## src/rtl/state_taker.sv

```systemverilog
// Frame parser: collects typed records 01..05 into shadow fields and commits them on a valid footer.
// Optional build macro STATE_TAKER_STRICT_PAD_EN rejects nonzero pad bits with error code 5.
module state_taker #(
  parameter int IDLE_TIMEOUT = 255
) (
  input  logic         clk,
  input  logic         rst,
  input  logic [7:0]   byte_in,
  input  logic         byte_valid,
  output logic [4:0]   password_len,
  output logic [159:0] password_chars,
  output logic [255:0] hashes_head,
  output logic [127:0] current_hash,
  output logic [4:0]   ntcrackfpga_state,
  output logic [3:0]   hashchecker_state,
  output logic [5:0]   md4block_step,
  output logic         frame_done,
  output logic         frame_error,
  output logic [2:0]   error_code
);
  localparam int IW = $clog2(IDLE_TIMEOUT + 1);
  localparam logic [IW-1:0] IDLE_LAST = IW'(IDLE_TIMEOUT - 1);

  typedef enum logic [2:0] {HUNT = 3'd0, HDR = 3'd1, TYPE = 3'd2, PAYLOAD = 3'd3, FTR = 3'd4} state_t;

  state_t          r_state;
  logic [1:0]      r_idx;
  logic [2:0]      r_exp;
  logic [5:0]      r_cnt;
  logic [IW-1:0]   r_idle;
  logic [4:0]      r_sh_len;
  logic [159:0]    r_sh_chars;
  logic [255:0]    r_sh_hashes;
  logic [127:0]    r_sh_hash;
  logic [4:0]      r_sh_nt;
  logic [3:0]      r_sh_hc;
  logic [5:0]      r_sh_md;
  logic [4:0]      r_len;
  logic [159:0]    r_chars;
  logic [255:0]    r_hashes;
  logic [127:0]    r_hash;
  logic [4:0]      r_nt;
  logic [3:0]      r_hc;
  logic [5:0]      r_md;
  logic            r_frame_done;
  logic            r_frame_error;
  logic [2:0]      r_error_code;
  logic            w_err;
  logic [2:0]      w_err_code;
  logic            w_pad_bad;

  function automatic logic [7:0] hdr_byte(input logic [1:0] idx);
    case (idx)
      2'd0:    hdr_byte = 8'h0A;
      2'd1:    hdr_byte = 8'h55;
      2'd2:    hdr_byte = 8'hFA;
      default: hdr_byte = 8'hCE;
    endcase
  endfunction

  function automatic logic [7:0] ftr_byte(input logic [1:0] idx);
    case (idx)
      2'd0:    ftr_byte = 8'hA2;
      2'd1:    ftr_byte = 8'h5E;
      2'd2:    ftr_byte = 8'hFA;
      default: ftr_byte = 8'hCE;
    endcase
  endfunction

  function automatic logic [5:0] pay_len(input logic [2:0] t);
    case (t)
      3'd1:    pay_len = 6'd1;
      3'd2:    pay_len = 6'd20;
      3'd3:    pay_len = 6'd32;
      3'd4:    pay_len = 6'd16;
      default: pay_len = 6'd3;
    endcase
  endfunction

`ifdef STATE_TAKER_STRICT_PAD_EN
  // Type 05 payload order is ntcrack (5b), hashchecker (4b), md4 step (6b); r_cnt counts down 3..1.
  function automatic logic pad_bad(input logic [2:0] t, input logic [5:0] cnt, input logic [7:0] b);
    case (t)
      3'd1: pad_bad = (b[7:5] != 3'd0);
      3'd5: begin
        case (cnt)
          6'd3:    pad_bad = (b[7:5] != 3'd0);
          6'd2:    pad_bad = (b[7:4] != 4'd0);
          default: pad_bad = (b[7:6] != 2'd0);
        endcase
      end
      default: pad_bad = 1'b0;
    endcase
  endfunction
  assign w_pad_bad = pad_bad(r_exp, r_cnt, byte_in);
`else
  assign w_pad_bad = 1'b0;
`endif

  // Error detection for the current edge: byte mismatches or idle timeout.
  always_comb begin
    w_err      = 1'b0;
    w_err_code = 3'd0;
    if (byte_valid) begin
      case (r_state)
        HDR:     begin w_err = (byte_in != hdr_byte(r_idx));   w_err_code = 3'd1; end
        TYPE:    begin w_err = (byte_in != {5'd0, r_exp});     w_err_code = 3'd2; end
        PAYLOAD: begin w_err = w_pad_bad;                      w_err_code = 3'd5; end
        FTR:     begin w_err = (byte_in != ftr_byte(r_idx));   w_err_code = 3'd3; end
        default: begin w_err = 1'b0;                           w_err_code = 3'd0; end
      endcase
    end else begin
      w_err      = (r_state != HUNT) && (r_idle == IDLE_LAST);
      w_err_code = 3'd4;
    end
  end

  // Parser FSM, shadow capture and atomic commit of the output registers.
  always_ff @(posedge clk) begin
    if (rst) begin
      r_state <= HUNT;        r_idx <= 2'd0;          r_exp <= 3'd1;
      r_cnt <= 6'd0;          r_idle <= '0;
      r_sh_len <= 5'd0;       r_sh_chars <= 160'd0;   r_sh_hashes <= 256'd0;
      r_sh_hash <= 128'd0;    r_sh_nt <= 5'd0;        r_sh_hc <= 4'd0;   r_sh_md <= 6'd0;
      r_len <= 5'd0;          r_chars <= 160'd0;      r_hashes <= 256'd0;
      r_hash <= 128'd0;       r_nt <= 5'd0;           r_hc <= 4'd0;      r_md <= 6'd0;
      r_frame_done <= 1'b0;   r_frame_error <= 1'b0;  r_error_code <= 3'd0;
    end else begin
      r_frame_done  <= 1'b0;
      r_frame_error <= w_err;
      if (w_err) begin
        r_error_code <= w_err_code;
        r_idle       <= '0;
        if (byte_valid && byte_in == 8'h0A) begin
          r_state <= HDR;
          r_idx   <= 2'd1;
          r_exp   <= 3'd1;
        end else begin
          r_state <= HUNT;
        end
      end else begin
        r_idle <= (byte_valid || r_state == HUNT) ? '0 : r_idle + 1'b1;
        if (byte_valid) begin
          case (r_state)
            HUNT: begin
              if (byte_in == 8'h0A) begin
                r_state <= HDR;
                r_idx   <= 2'd1;
                r_exp   <= 3'd1;
              end
            end
            HDR: begin
              r_idx <= r_idx + 2'd1;
              if (r_idx == 2'd3) r_state <= TYPE;
            end
            TYPE: begin
              r_cnt   <= pay_len(r_exp);
              r_state <= PAYLOAD;
            end
            PAYLOAD: begin
              r_cnt <= r_cnt - 6'd1;
              case (r_exp)
                3'd1: r_sh_len    <= byte_in[4:0];
                3'd2: r_sh_chars  <= {r_sh_chars[151:0], byte_in};
                3'd3: r_sh_hashes <= {r_sh_hashes[247:0], byte_in};
                3'd4: r_sh_hash   <= {r_sh_hash[119:0], byte_in};
                default: begin
                  case (r_cnt)
                    6'd3:    r_sh_nt <= byte_in[4:0];
                    6'd2:    r_sh_hc <= byte_in[3:0];
                    default: r_sh_md <= byte_in[5:0];
                  endcase
                end
              endcase
              if (r_cnt == 6'd1) begin
                r_idx <= 2'd0;
                if (r_exp == 3'd5) begin
                  r_state <= FTR;
                end else begin
                  r_exp   <= r_exp + 3'd1;
                  r_state <= HDR;
                end
              end
            end
            FTR: begin
              r_idx <= r_idx + 2'd1;
              if (r_idx == 2'd3) begin
                r_len <= r_sh_len;   r_chars <= r_sh_chars;   r_hashes <= r_sh_hashes;
                r_hash <= r_sh_hash; r_nt <= r_sh_nt;         r_hc <= r_sh_hc;   r_md <= r_sh_md;
                r_frame_done <= 1'b1;
                r_state      <= HUNT;
              end
            end
            default: r_state <= HUNT;
          endcase
        end
      end
    end
  end

  assign password_len      = r_len;
  assign password_chars    = r_chars;
  assign hashes_head       = r_hashes;
  assign current_hash      = r_hash;
  assign ntcrackfpga_state = r_nt;
  assign hashchecker_state = r_hc;
  assign md4block_step     = r_md;
  assign frame_done        = r_frame_done;
  assign frame_error       = r_frame_error;
  assign error_code        = r_error_code;
endmodule
```

## config.mk

```make
export PLATFORM = sky130hd
export DESIGN_NAME = state_taker
export DESIGN_NICKNAME = d
export VERILOG_FILES = /design/src/rtl/state_taker.sv
export SDC_FILE = /design/constraint.sdc
export NUM_CORES = 2
export LEC_CHECK = 0
export CAP_MARGIN = 20
export CORE_UTILIZATION = 60
export DETAILED_ROUTE_END_ITERATION = 10
export DONT_BUFFER_PORTS = 1
export PLACE_DENSITY = 0.81
export SLEW_MARGIN = 0
export SYNTH_ARGS = -nofsm -noshare
export SYNTH_HDL_FRONTEND = slang
export SYNTH_SLANG_ARGS = --single-unit
```

## constraint.sdc

```tcl
create_clock -name clk -period 3.5 [get_ports clk]
set_input_delay 0.7 -clock clk [delete_from_list [all_inputs] [get_ports clk]]
set_output_delay 0.7 -clock clk [all_outputs]
set_load 0.05 [all_outputs]
```

## Yosys cells after proc, flatten, opt, wreduce, memory -nomap -nowiden

Index checks and enable logic that the tools add are counted.
Widths: inputs -> output; s select.

- Output and inout bits: 569
- Register bits: 1,155
- Input bits: 11
- Logic and storage cells: 118

- Bitwise logic cells: 5
- $add $sub $neg: 4
- Equality and inequality tests: 26
- Reductions and logical operators: 27
- Multiplexer cells: 34

Operators by type and width:

| kind | count |
|---|---|
| $pmux 8 s3 | 2 |
| $mux 3 | 13 |
| $mux 8 | 4 |
| $reduce_and 5->1 | 5 |
| $pmux 6 s4 | 1 |
| $reduce_and 4->1 | 5 |
| $ne 8x8->1 | 2 |
| $ne 3x3->1 const B | 5 |
| $pmux 3 s5 | 1 |
| $eq 3x2->1 const B | 4 |
| $eq 6x2->1 const B | 2 |
| $pmux 3 s4 | 1 |
| $pmux 6 s2 | 1 |
| $mux 2 | 5 |
| $eq 3x3->1 const B | 3 |
| $add 8x1->8 const B | 1 |
| $eq 8x4->1 const B | 1 |
| $eq 8x8->1 const B | 1 |
| $ne 8x3->1 | 1 |
| $reduce_or 4->1 | 2 |
| $eq 3x1->1 const B | 2 |
| $eq 6x1->1 const B | 1 |
| $pmux 2 s3 | 1 |
| $pmux 3 s2 | 1 |
| 20 further kinds | 31 |

## Logic depth before layout (Yosys ltp)

- Depth after elaboration: 9
- Depth in mapped cells: 12
- Gate-level depth less buffers: 9

## Worst setup path before layout

No wires, ideal clock.

- Path kind: input to register
- Start: in byte_in[4]
- End: reg r_hash[0], in the netlist current_hash[0]
- Cell stages on the path: 11
- Path buffers: 4
- Arrival: 2,648 ps
- Required time: 3,368 ps
- Setup time: 132 ps
- Path slack: 720 ps
- Cells stage by stage: clkbuf_1 -> nor2b_1 -> a221o_1 -> a221oi_1 -> nand3_1 -> or3_1 -> clkbuf_1 -> clkbuf_1 -> buf_2 -> nand2_1 -> a21oi_1

- Cells in the longest elaborated chain, start to end: 5
- Elaborated cells between the ends (all ways): 7
- Those cells by class: eq/ne: 3; mux: 2; bitwise: 1; reduce/logical: 1

Ends and longest elaborated chain:

| element | RTL line | text |
|---|---|---|
| start: declaration | 8 | `input logic [7:0] byte_in,` |
| $ne 8x8->1 (tied with other cells) | 109 | `FTR: begin w_err = (byte_in != ftr_byte(r_idx)); w_err_code = 3'd3; end` |
| $pmux 1 s3 * | 105 | `case (r_state)` |
| $mux 1 * | 104 | `if (byte_valid) begin` |
| $not 1->1 (no source line) * | -- |  |
| $reduce_and 4->1 (no source line) * | -- |  |
| end signal: assignment | 189 | `r_hash <= r_sh_hash; r_nt <= r_sh_nt; r_hc <= r_sh_hc; r_md <= r_sh_md;` |
| end: declaration | 41 | `logic [127:0] r_hash;` |

Mark *: on every way between the ends. The rest lies on a longest branch, timed or not.
A chain may end at the register's enable or synchronous reset.

## Final worst setup path

- Start: reg r_idx[0]
- End: reg r_hashes[137], in the netlist hashes_head[137]

- Cells in the longest elaborated chain, start to end: 9
- Elaborated cells between the ends (all ways): 16
- Those cells by class: eq/ne: 5; mux: 8; bitwise: 1; reduce/logical: 2

Ends and longest elaborated chain:

| element | RTL line | text |
|---|---|---|
| start: declaration | 27 | `logic [1:0] r_idx;` |
| start signal: assignment | 153 | `r_idx <= r_idx + 2'd1;` |
| start signal: assignment | 186 | `r_idx <= r_idx + 2'd1;` |
| $eq 2x2->1 (tied with other cells) | 53, 62 |  |
| $pmux 8 s3, on equally long branches | 62, 53 |  |
| $mux 8 | 105 |  |
| $mux 8 | 104 |  |
| $ne 8x8->1, on equally long branches | 109, 106 |  |
| $pmux 1 s3 | 105 |  |
| $mux 1 | 104 |  |
| $not 1->1 (no source line) | -- |  |
| $reduce_and 4->1 (no source line) * | -- |  |
| end signal: assignment | 188 | `r_len <= r_sh_len; r_chars <= r_sh_chars; r_hashes <= r_sh_hashes;` |
| end: declaration | 40 | `logic [255:0] r_hashes;` |

Mark *: on every way between the ends. The rest lies on a longest branch, timed or not. The select of a mux whose other input is x is not followed.

==> flow_metrics.tcl <==
set metrics [dict create \
    status "complete, but fails checks" \
    violations "slew limit" \
    row_count 94 \
    dieWidth_um 262 \
    drt_pass1_iterations 5 \
    rr_startpoint "r_idx[0]" \
    antenna_found_initial 0 \
    synth_top_cell_area_share_pct 57.1 \
    route.detailed.drc 0 \
    cts_root_buffer "clkbuf_16" \
    grt_usage_pct 28.9 \
    tightest_slew_ns 4.06 \
    min_from "rst" \
    synth_edf_count 0 \
    core-area_mm2 0.0662 \
    synth_ff_type "dfxtp_1" \
    cts_made_buffers 106 \
    synth.cell_area_mm2 0.0405 \
    synth_fp_nets 5188 \
    cts_buffer_depth 3 \
    endpoint "hashes_head[137]" \
    critPathMaxFanout 126 \
    maxCapViolCount 0 \
    hold_viol 0 \
    place.gp.congestion 0.848 \
    start_util_pct 61.1 \
    fin_crit_sh_pct 96.6 \
    r2r_slack_ns 0.12 \
    yosysMostFrequentCell "nand2_1" \
    ant_nets 0 \
    leakage_nw 14.2 \
    clock_latency_ns 0.68 \
    critPathCaptureType "flop" \
    report.final.slew_viol_count 627 \
    p_total_mw 26.0 \
    post-dp-hpwl_mm 64.8 \
    cts_resized 0 \
    yosys-top-cells-area "dfxtp_1, nand2_1, a21oi_1" \
    power_density_mw_per_mm2 582 \
    arrival_ns 3.72 \
    io_pins 580 \
    clk_pin_slew_ns 0.06 \
    area_growth_pct 10.4 \
    synthArstFlopShare_pct 0 \
    fin_crit_ns 3.38 \
    avgSynthCellArea_um2 7.84 \
    worstReg2RegEnd "hashes_head[137]" \
    yosysTopAreaCell "dfxtp_1" \
    n_fill_cell 5227 \
    path_cells "inv_1 > ha_1 > or4b_1 > o211ai_1 > xnor2_1 > nand4_1 > or3_4 > buf_12 > nand2_1 > a21oi_1" \
    final-setup-viol-count 0 \
    yosysSeqAreaShare_pct 57.1 \
    grt_pass1_vias 30100 \
    fin_skew_ns 0.0246 \
    synth-seq-cells 1155 \
    antenna_cells 0 \
    required_ns 3.83 \
    hold_path.class "primary input to flop" \
    die-area_mm2 0.0685 \
    die_h_um 262 \
    tns_ns 0 \
    clock.fmax_ghz 0.296 \
    critPathLaunchType "flop" \
    grt_pass1_wl_mm 161 \
    reg2reg_depth 10 \
    slowest_stage "or3_4" \
    drt_iter0_drc 3190 \
    drt_wl_total_mm 105 \
    via_per_inst 5.66 \
    tritoncts "yes" \
    grt_start_max_net_pins 1147 \
    synth_cell_types 57 \
    synth_cells 5160 \
    nNetsFinal 4958 \
    cts_sinks 1155 \
    vdd_drop_max_mv 0.487 \
    synth_common_cells "nand2_1, dfxtp_1, a21oi_1" \
    postCtsSetupBuffers 0 \
    port_buffers 0 \
    rsz0062_at_grt "false" \
    slew_headroom_pct -170 \
    cpPeakStageDelay_ns 0.56 \
    criticalPathCategory "flop to flop" \
    wire_per_inst_um 17.8 \
    overflow 0 \
    htreeDepth 3 \
    vias 33300 \
    holdBufCountCts 0 \
    yosysWarnings 0 \
    drive_gt1_share_pct 5.10 \
    startpoint "r_idx[0]" \
]
## power breakdown
| part | switching (mW) | internal (mW) | leakage (nW) |
|---|---|---|---|
| logic | 0.0487 | 0.0374 | 2.99 |
| clock network | 5.14 | 7.64 | 1.94 |
| registers | 0.0116 | 13.1 | 9.30 |
## worst min-delay path by stage
stage,cells past startpoint,slack (ns),to
after floorplan,1,0.43,r_idle[0]
after global placement,2,0.44,password_chars[153]
after detailed placement,2,0.44,password_chars[159]
after CTS,1,0.12,current_hash[56]
after global routing,1,0.09,current_hash[33]
final,1,0.11,current_hash[16]
## critical path: cells and delay by family (launching register included)
| family | cells | cell delay, ns |
|---|---|---|
| AO/OA/AOI/OAI | 2 | 0.21 |
| adder cells (fa/ha/maj) | 1 | 0.26 |
| XOR/XNOR | 1 | 0.17 |
| buffers and inverters | 2 | 0.38 |
| flip-flops | 1 | 0.40 |
| AND/OR/NAND/NOR | 4 | 1.46 |
## state kept, by name, indices dropped and copies added, names as in the netlist, 4 cells and up
name,cells
r_idle,8
r_sh_hc,4
password_len,5
password_chars,160
r_sh_nt,5
r_sh_md,6
hashes_head,256
ntcrackfpga_state,5
r_cnt,6
hashchecker_state,4
r_sh_hashes,256
r_sh_hash,128
md4block_step,6
r_sh_len,5
current_hash,128
r_sh_chars,160
## metal layers
metal | wire length (um) | GRT usage (%)
met4 | 4630 | 12.8
met5 | 0 | 0
met2 | 48500 | 45.4
met3 | 9800 | 9.76
met1 | 41900 | 36.1
## metrics by stage
| step | setup slack (ns) | util (%) | hold slack [ns] | instance area (um^2) | std cells |
|---|---|---|---|---|---|
| final | 0.117 | 67.5 | 0.112 | 44700 | 5888 |
| after detailed placement | 0.391 | 61.5 | 0.443 | 40700 | 5686 |
| after global placement | 0.453 | 61.5 | 0.437 | 40700 | 5686 |
| after floorplan | 0.720 | - | 0.430 | 40500 | 5160 |
| after global routing | 0.0727 | 67.5 | 0.0925 | 44700 | 5888 |
| after CTS | 0.330 | 67.5 | 0.116 | 44700 | 5888 |
## final cells by class
type,count,area (um^2),area share [%]
inverters,13,48.8,0.109
flip-flops and latches,1155,23100,51.7
clock inverters,56,905,2.02
repair buffers,55,776,1.74
clock buffers,146,3060,6.84
well taps,864,1080,2.42
multi-input cells,3599,15700,35.1
## logic make-up (layout without fill, tap and decap cells)
| kind of cell | Yosys count | count (layout) | synth area share, % |
|---|---|---|---|
| flops | 1155 | 1155 | 57.1 |
| buf+inv | 406 | 270 | 4.25 |
| simple gates | 2367 | 2367 | 22.5 |
| xor+xnor | 12 | 12 | 0.260 |
| compound gates | 1190 | 1190 | 15.1 |
| mux | 13 | 13 | 0.325 |
| fa+ha+maj | 17 | 17 | 0.526 |
## placed cells by master, fill, tap and decap left out, drive strengths merged, types with 12 or more instances in the layout
| cell type | count |
|---|---|
| buf | 55 |
| clkinv | 31 |
| bufinv | 20 |
| a21oi | 1135 |
| clkbuf | 146 |
| nand3 | 23 |
| nor2 | 42 |
| nand2 | 2245 |
| ha | 17 |
| mux2i | 12 |
| dfxtp | 1155 |
| inv | 15 |
| nor3 | 15 |
Power figures use the tool's default switching activity.
